===== src/rtl/swo_uart_rx.sv =====
// SWO receiver in NRZ/UART mode: synchronizes the SWO pin, deframes characters
// using a bit-period down-counter and strobes one byte per valid frame.
module swo_uart_rx #(
  parameter int pSYNC_STAGES = 2,
  parameter int pMIN_DIV     = 3
) (
  input  logic       trace_clk,
  input  logic       reset_i,
  input  logic       I_swo,
  input  logic       I_swo_enable,
  input  logic [7:0] I_bitrate_div,
  input  logic [1:0] I_stop_bits,
  input  logic [3:0] I_data_bits,
  output logic [7:0] O_data,
  output logic       O_data_valid,
  output logic       O_frame_err,
  output logic       O_busy
);

  // state | meaning
  // IDLE  | line idle, waiting for a falling edge
  // START | counting down to the start-bit midpoint
  // DATA  | sampling data bits, LSB first
  // STOP  | sampling one or two stop bits
  // BREAK | stop bit was low, waiting for the line to return high
  typedef enum logic [2:0] {
    ST_IDLE,
    ST_START,
    ST_DATA,
    ST_STOP,
    ST_BREAK
  } state_t;

  localparam logic [7:0] lpMIN_DIV = 8'(pMIN_DIV);

  logic [pSYNC_STAGES-1:0] r_sync;
  logic                    r_swo_d;
  state_t                  r_state;
  logic [7:0]              r_cnt;
  logic [7:0]              r_div_e;
  logic [3:0]              r_nbits;
  logic                    r_two_stop;
  logic [3:0]              r_idx;
  logic                    r_stop_idx;
  logic [7:0]              r_shift;
  logic [7:0]              r_data;
  logic                    r_valid;
  logic                    r_err;

  logic       w_swo_s;
  logic       w_fall;
  logic [7:0] w_div_e;
  logic [8:0] w_period;
  logic [7:0] w_half;
  logic [3:0] w_nbits;
  logic       w_two_stop;
  logic [7:0] w_mask;

  assign w_swo_s    = r_sync[pSYNC_STAGES-1];
  assign w_fall     = r_swo_d & ~w_swo_s;
  assign w_div_e    = (I_bitrate_div < lpMIN_DIV) ? lpMIN_DIV : I_bitrate_div;
  assign w_period   = {1'b0, w_div_e} + 9'd1;
  assign w_half     = w_period[8:1];
  assign w_nbits    = (I_data_bits >= 4'd1 && I_data_bits <= 4'd8) ? I_data_bits : 4'd8;
  assign w_two_stop = (I_stop_bits >= 2'd2);
  assign w_mask     = 8'hFF >> (4'd8 - r_nbits);

  always_ff @(posedge trace_clk) begin
    if (reset_i) begin
      r_sync  <= '1;
      r_swo_d <= 1'b1;
    end else begin
      r_sync  <= {r_sync[pSYNC_STAGES-2:0], I_swo};
      r_swo_d <= w_swo_s;
    end
  end

  always_ff @(posedge trace_clk) begin
    if (reset_i) begin
      r_state    <= ST_IDLE;
      r_cnt      <= '0;
      r_div_e    <= lpMIN_DIV;
      r_nbits    <= 4'd8;
      r_two_stop <= 1'b0;
      r_idx      <= '0;
      r_stop_idx <= 1'b0;
      r_shift    <= '0;
      r_data     <= '0;
      r_valid    <= 1'b0;
      r_err      <= 1'b0;
    end else begin
      r_valid <= 1'b0;
      r_err   <= 1'b0;
      // Disabling drops any frame in flight, including a strobe due next cycle.
      if (!I_swo_enable) begin
        r_state <= ST_IDLE;
      end else begin
        case (r_state)
          ST_IDLE: begin
            if (w_fall) begin
              r_state    <= ST_START;
              r_cnt      <= w_half;
              r_div_e    <= w_div_e;
              r_nbits    <= w_nbits;
              r_two_stop <= w_two_stop;
              r_shift    <= '0;
            end
          end
          ST_START: begin
            if (r_cnt == 8'd0) begin
              if (w_swo_s) begin
                r_state <= ST_IDLE;
              end else begin
                r_state <= ST_DATA;
                r_cnt   <= r_div_e;
                r_idx   <= '0;
              end
            end else begin
              r_cnt <= r_cnt - 8'd1;
            end
          end
          ST_DATA: begin
            if (r_cnt == 8'd0) begin
              r_shift[r_idx[2:0]] <= w_swo_s;
              r_cnt               <= r_div_e;
              if (r_idx == r_nbits - 4'd1) begin
                r_state    <= ST_STOP;
                r_stop_idx <= 1'b0;
              end else begin
                r_idx <= r_idx + 4'd1;
              end
            end else begin
              r_cnt <= r_cnt - 8'd1;
            end
          end
          ST_STOP: begin
            if (r_cnt == 8'd0) begin
              if (!w_swo_s) begin
                r_err   <= 1'b1;
                r_state <= ST_BREAK;
              end else if (!r_two_stop || r_stop_idx) begin
                r_data  <= r_shift & w_mask;
                r_valid <= 1'b1;
                r_state <= ST_IDLE;
              end else begin
                r_stop_idx <= 1'b1;
                r_cnt      <= r_div_e;
              end
            end else begin
              r_cnt <= r_cnt - 8'd1;
            end
          end
          ST_BREAK: begin
            if (w_swo_s) r_state <= ST_IDLE;
          end
          default: r_state <= ST_IDLE;
        endcase
      end
    end
  end

  assign O_data       = r_data;
  assign O_data_valid = r_valid;
  assign O_frame_err  = r_err;
  assign O_busy       = (r_state != ST_IDLE);

endmodule


===== config.mk =====
export PLATFORM = sky130hd
export DESIGN_NAME = swo_uart_rx
export DESIGN_NICKNAME = d
export VERILOG_FILES = /design/src/rtl/swo_uart_rx.sv
export SDC_FILE = /design/constraint.sdc
export NUM_CORES = 1
export LEC_CHECK = 0
export BUFFER_PORTS_ARGS = -buffer_cell sky130_fd_sc_hd__clkbuf_2
export CAP_MARGIN = 40
export CELL_PAD_IN_SITES_DETAIL_PLACEMENT = 0
export CELL_PAD_IN_SITES_GLOBAL_PLACEMENT = 2
export CORE_UTILIZATION = 30
export CTS_CLUSTER_DIAMETER = 60
export DETAILED_ROUTE_END_ITERATION = 6
export PLACE_DENSITY_LB_ADDON = 0.1
export REMOVE_ABC_BUFFERS = 1
export SLEW_MARGIN = 10
export SYNTH_ARGS = -nofsm -noshare
export SYNTH_HDL_FRONTEND = slang
export SYNTH_SLANG_ARGS = --single-unit

===== constraint.sdc =====
create_clock -name trace_clk -period 2.37 [get_ports trace_clk]
set_input_delay 0.237 -clock trace_clk [delete_from_list [all_inputs] [get_ports trace_clk]]
set_output_delay 0.237 -clock trace_clk [all_outputs]
set_load 0.02 [all_outputs]

==> results by group <==
Timing
  • Clk_skew: between 0.003 and 0.004 ns
  • Hold Violations, Final: 0
  • Worst slew margin relative to its limit: 0.6308
  • Tightest Pin Transition: about 0.55 ns
  • Final worst path period need: between 2 and 2.5 ns
  • Part of the cycle the worst path needs: 0.9291
  • Final setup fails: 0
  • RSZ-0062 raised after global routing: false
  • F_max: about 0.45 GHz
  • Max-slew violation count: 0
  • TNS Setup: 0 ns
  • Hold_ws: approximately 0.11 ns

Detailed routing
  • Vias after detailed routing: approximately 2,500
  • Routed WL per cell: between 15 and 20 um
  • Vias/cell: 5.114
  • First-iteration detailed-routing DRC count: roughly 150
  • Routed Antenna Nets: 0
  • WL final: between 7000 and 8000 um
  • Drt first pass iters: 7
  • DRC: 0

Critical path
  • CP endpoint: O_data[5]
  • Reg2reg end: O_data[5]
  • Worst Setup End Kind: register
  • Critical Path RT: around 2.6 ns
  • Critical path launch point type: register
  • R2R Setup Slk: ~0.17 ns
  • Crit. Startpoint: r_cnt[0]
  • R2R Path Start: r_cnt[0]
  • Reg2Reg Depth: 7
  • CP Class: register to register
  • Critical path arrival: approximately 2.4 ns
  • Worst Path Max Fanout: 5

Logic synthesis
  • Number of synthesized register bits: 50
  • Mapped Avg Cell Area: just under 8 um^2
  • Sequential area share after synthesis: 0.3607
  • Most used DFF post-synth: dfxtp_1
  • Number of synthesized flops with an enable pin: 0
  • Synthesized cell area: roughly 2800 um^2
  • Synth cell types: 50
  • Synth async-reset ratio: 0
  • Cells after Synth: approximately 350
  • Synthesis Warnings: 0

Global route
  • Number of global-route vias before repair: ~2,400
  • Initial antenna violation count: 0
  • Overall routing resource usage: 0.1669
  • Total gr overflow: 0
  • Largest net degree at the start of global routing: 50
  • First-pass GRT wire length: about 13,000 um

Clock network
  • Cts bufs inserted: 5
  • Max clock buf depth: 2
  • Htree depth: 2
  • Post-CTS Setup Inserts: 0
  • CTS tree: yes
  • Clock Sinks: 50
  • CTS clk-pin slew, worst paths: roughly 0.090 ns
  • Clock Latency Late Sink: ~0.30 ns
  • CTS Root Cell: clkbuf_8
  • CTS Hold Bufs: 0

Floorplan
  • Die height: a little under 100 um
  • Core area: slightly below 9000 um^2
  • Num ports: 29
  • DIE WIDTH: roughly 100 um
  • Row cnt: 34
  • Initial Utilization: 0.3136
  • Die area: about 9600 um^2

Finish
  • Final instance area: 3236 um^2
  • Most frequent cells in the layout: nand2_1, dfxtp_1, nor2_1
  • Fill cell total of the finished layout: between 900 and 1,000
  • Fin nets: between 400 and 500
  • Post-Layout Cell Count: between 400 and 500
  • Layout cells sized above 1: 0.1641
  • Diode count: 0
  • Synthesis-to-layout area growth: 16.59%
  • Final Util: 0.3657
  • Most common cell after layout, fill and taps aside: nand2_1

Min path
  • HP Start: I_swo
  • Hold Crit Class: primary input to register

Pwr
  • Worst vdd ir: between 0.2 and 0.25 mV
  • Static Leak: between 0.001 and 0.0015 uW
  • Cell Pwr Density: approximately 530 nW/um^2

Placement
  • Gp weighted congestion: 0.7723
  • DP Area: approximately 3100 um^2
  • Port Buffer Count: 27
  • Inst Count DP: between 400 and 500
  • DP HPWL: 5641 um

Flow run
  • Maxcap violations: 0

Outcome
  • Status: finished clean
-- power breakdown --
group / switching (uW) / internal [uW]
Clock: 294 / 317
Sequential: 18.4 / 853
Combinational: 131 / 91.2
-- critical path, cell delays in order (launching register included) --
cell and delay (ns):
dfxtp_1 0.36, inv_1 0.07, ha_2 0.21, or4b_4 0.52
nor3_4 0.19, nand4_4 0.13, or4_1 0.51, a21oi_1 0.16
-- area by class of cell --
type,count,area (um^2),share of cell area
timing repair buffer,48,292.8,0.09049
clock inverter,1,30.03,0.009281
clock buffer,7,76.32,0.02359
multi-input combinational,263,1622,0.5012
inverter,21,78.83,0.02436
sequential,50,1001,0.3094
tap,108,135.1,0.04176
-- logic make-up after synthesis --
logic type / Yosys count / share of synthesized area
simple gates: 153 / 0.2894
compound gates: 83 / 0.1957
flops: 50 / 0.3607
buf+inv: 38 / 0.05591
xor+xnor: 15 / 0.04734
fa+ha+maj: 8 / 0.03607
mux: 4 / 0.01488
-- registers in the layout (all words and copies together), names as in the netlist --
name / cells
O_data: 8
O_data_valid: 1
O_frame_err: 1
r_cnt: 8
r_div_e: 8
r_idx: 4
r_nbits: 4
r_shift: 8
r_state: 3
r_stop_idx: 1
r_swo_d: 1
r_sync: 2
r_two_stop: 1
-- routing by layer --
| metal | vias to the layer above | global-route usage | routed length [um] |
|---|---|---|---|
| met1 | 1168 | 0.2657 | 4332 |
| met2 | 52 | 0.2291 | 3017 |
| li1 | 1322 | - | - |
| met5 | - | 0 | 0 |
| met4 | 0 | 0.03674 | 55 |
| met3 | 5 | 0.02792 | 309 |
-- through the flow --
step                      power (uW)  worst slack, ns
after detailed placement        1113           0.1021
after CTS                       1735          0.08657
final                           1704           0.1680
after floorplan                 1007           0.2302
after global routing            1790          0.01961
after global placement          1114           0.1617
-- worst min-delay path by stage --
stage	cells after the start	slack (ns)	end
after floorplan	1	0.31	O_data[0]
after global placement	1	0.39	r_sync[1]
after detailed placement	1	0.40	r_sync[1]
after CTS	2	0.1	r_sync[0]
after global routing	2	0.1	r_sync[0]
final	2	0.11	r_sync[0]
-- Yosys cell counts (4+ instances only) --
master,number,area [um^2]
or3_1,4,25.02
xor2_1,5,43.79
inv_1,21,78.83
nand2_1,53,198.9
o31ai_1,7,52.55
xnor2_1,10,87.58
nand4_1,4,25.02
clkbuf_1,14,52.55
nand2b_1,9,56.30
dfxtp_1,50,1001
nor2_1,29,108.9
a311oi_1,5,43.79
a21oi_1,23,115.1
nor3b_1,4,30.03
nor3_1,10,50.05
o21ai_0,20,100.1
nand3_1,13,65.06
o211ai_1,6,45.04
ha_1,8,100.1
a211o_1,11,96.34
-- timing repair --
action,CTS,global route
hold endpoints to repair,0,0
setup endpoints to repair,0,2
resized for setup,0,1
(Power assumes the default switching activity.)
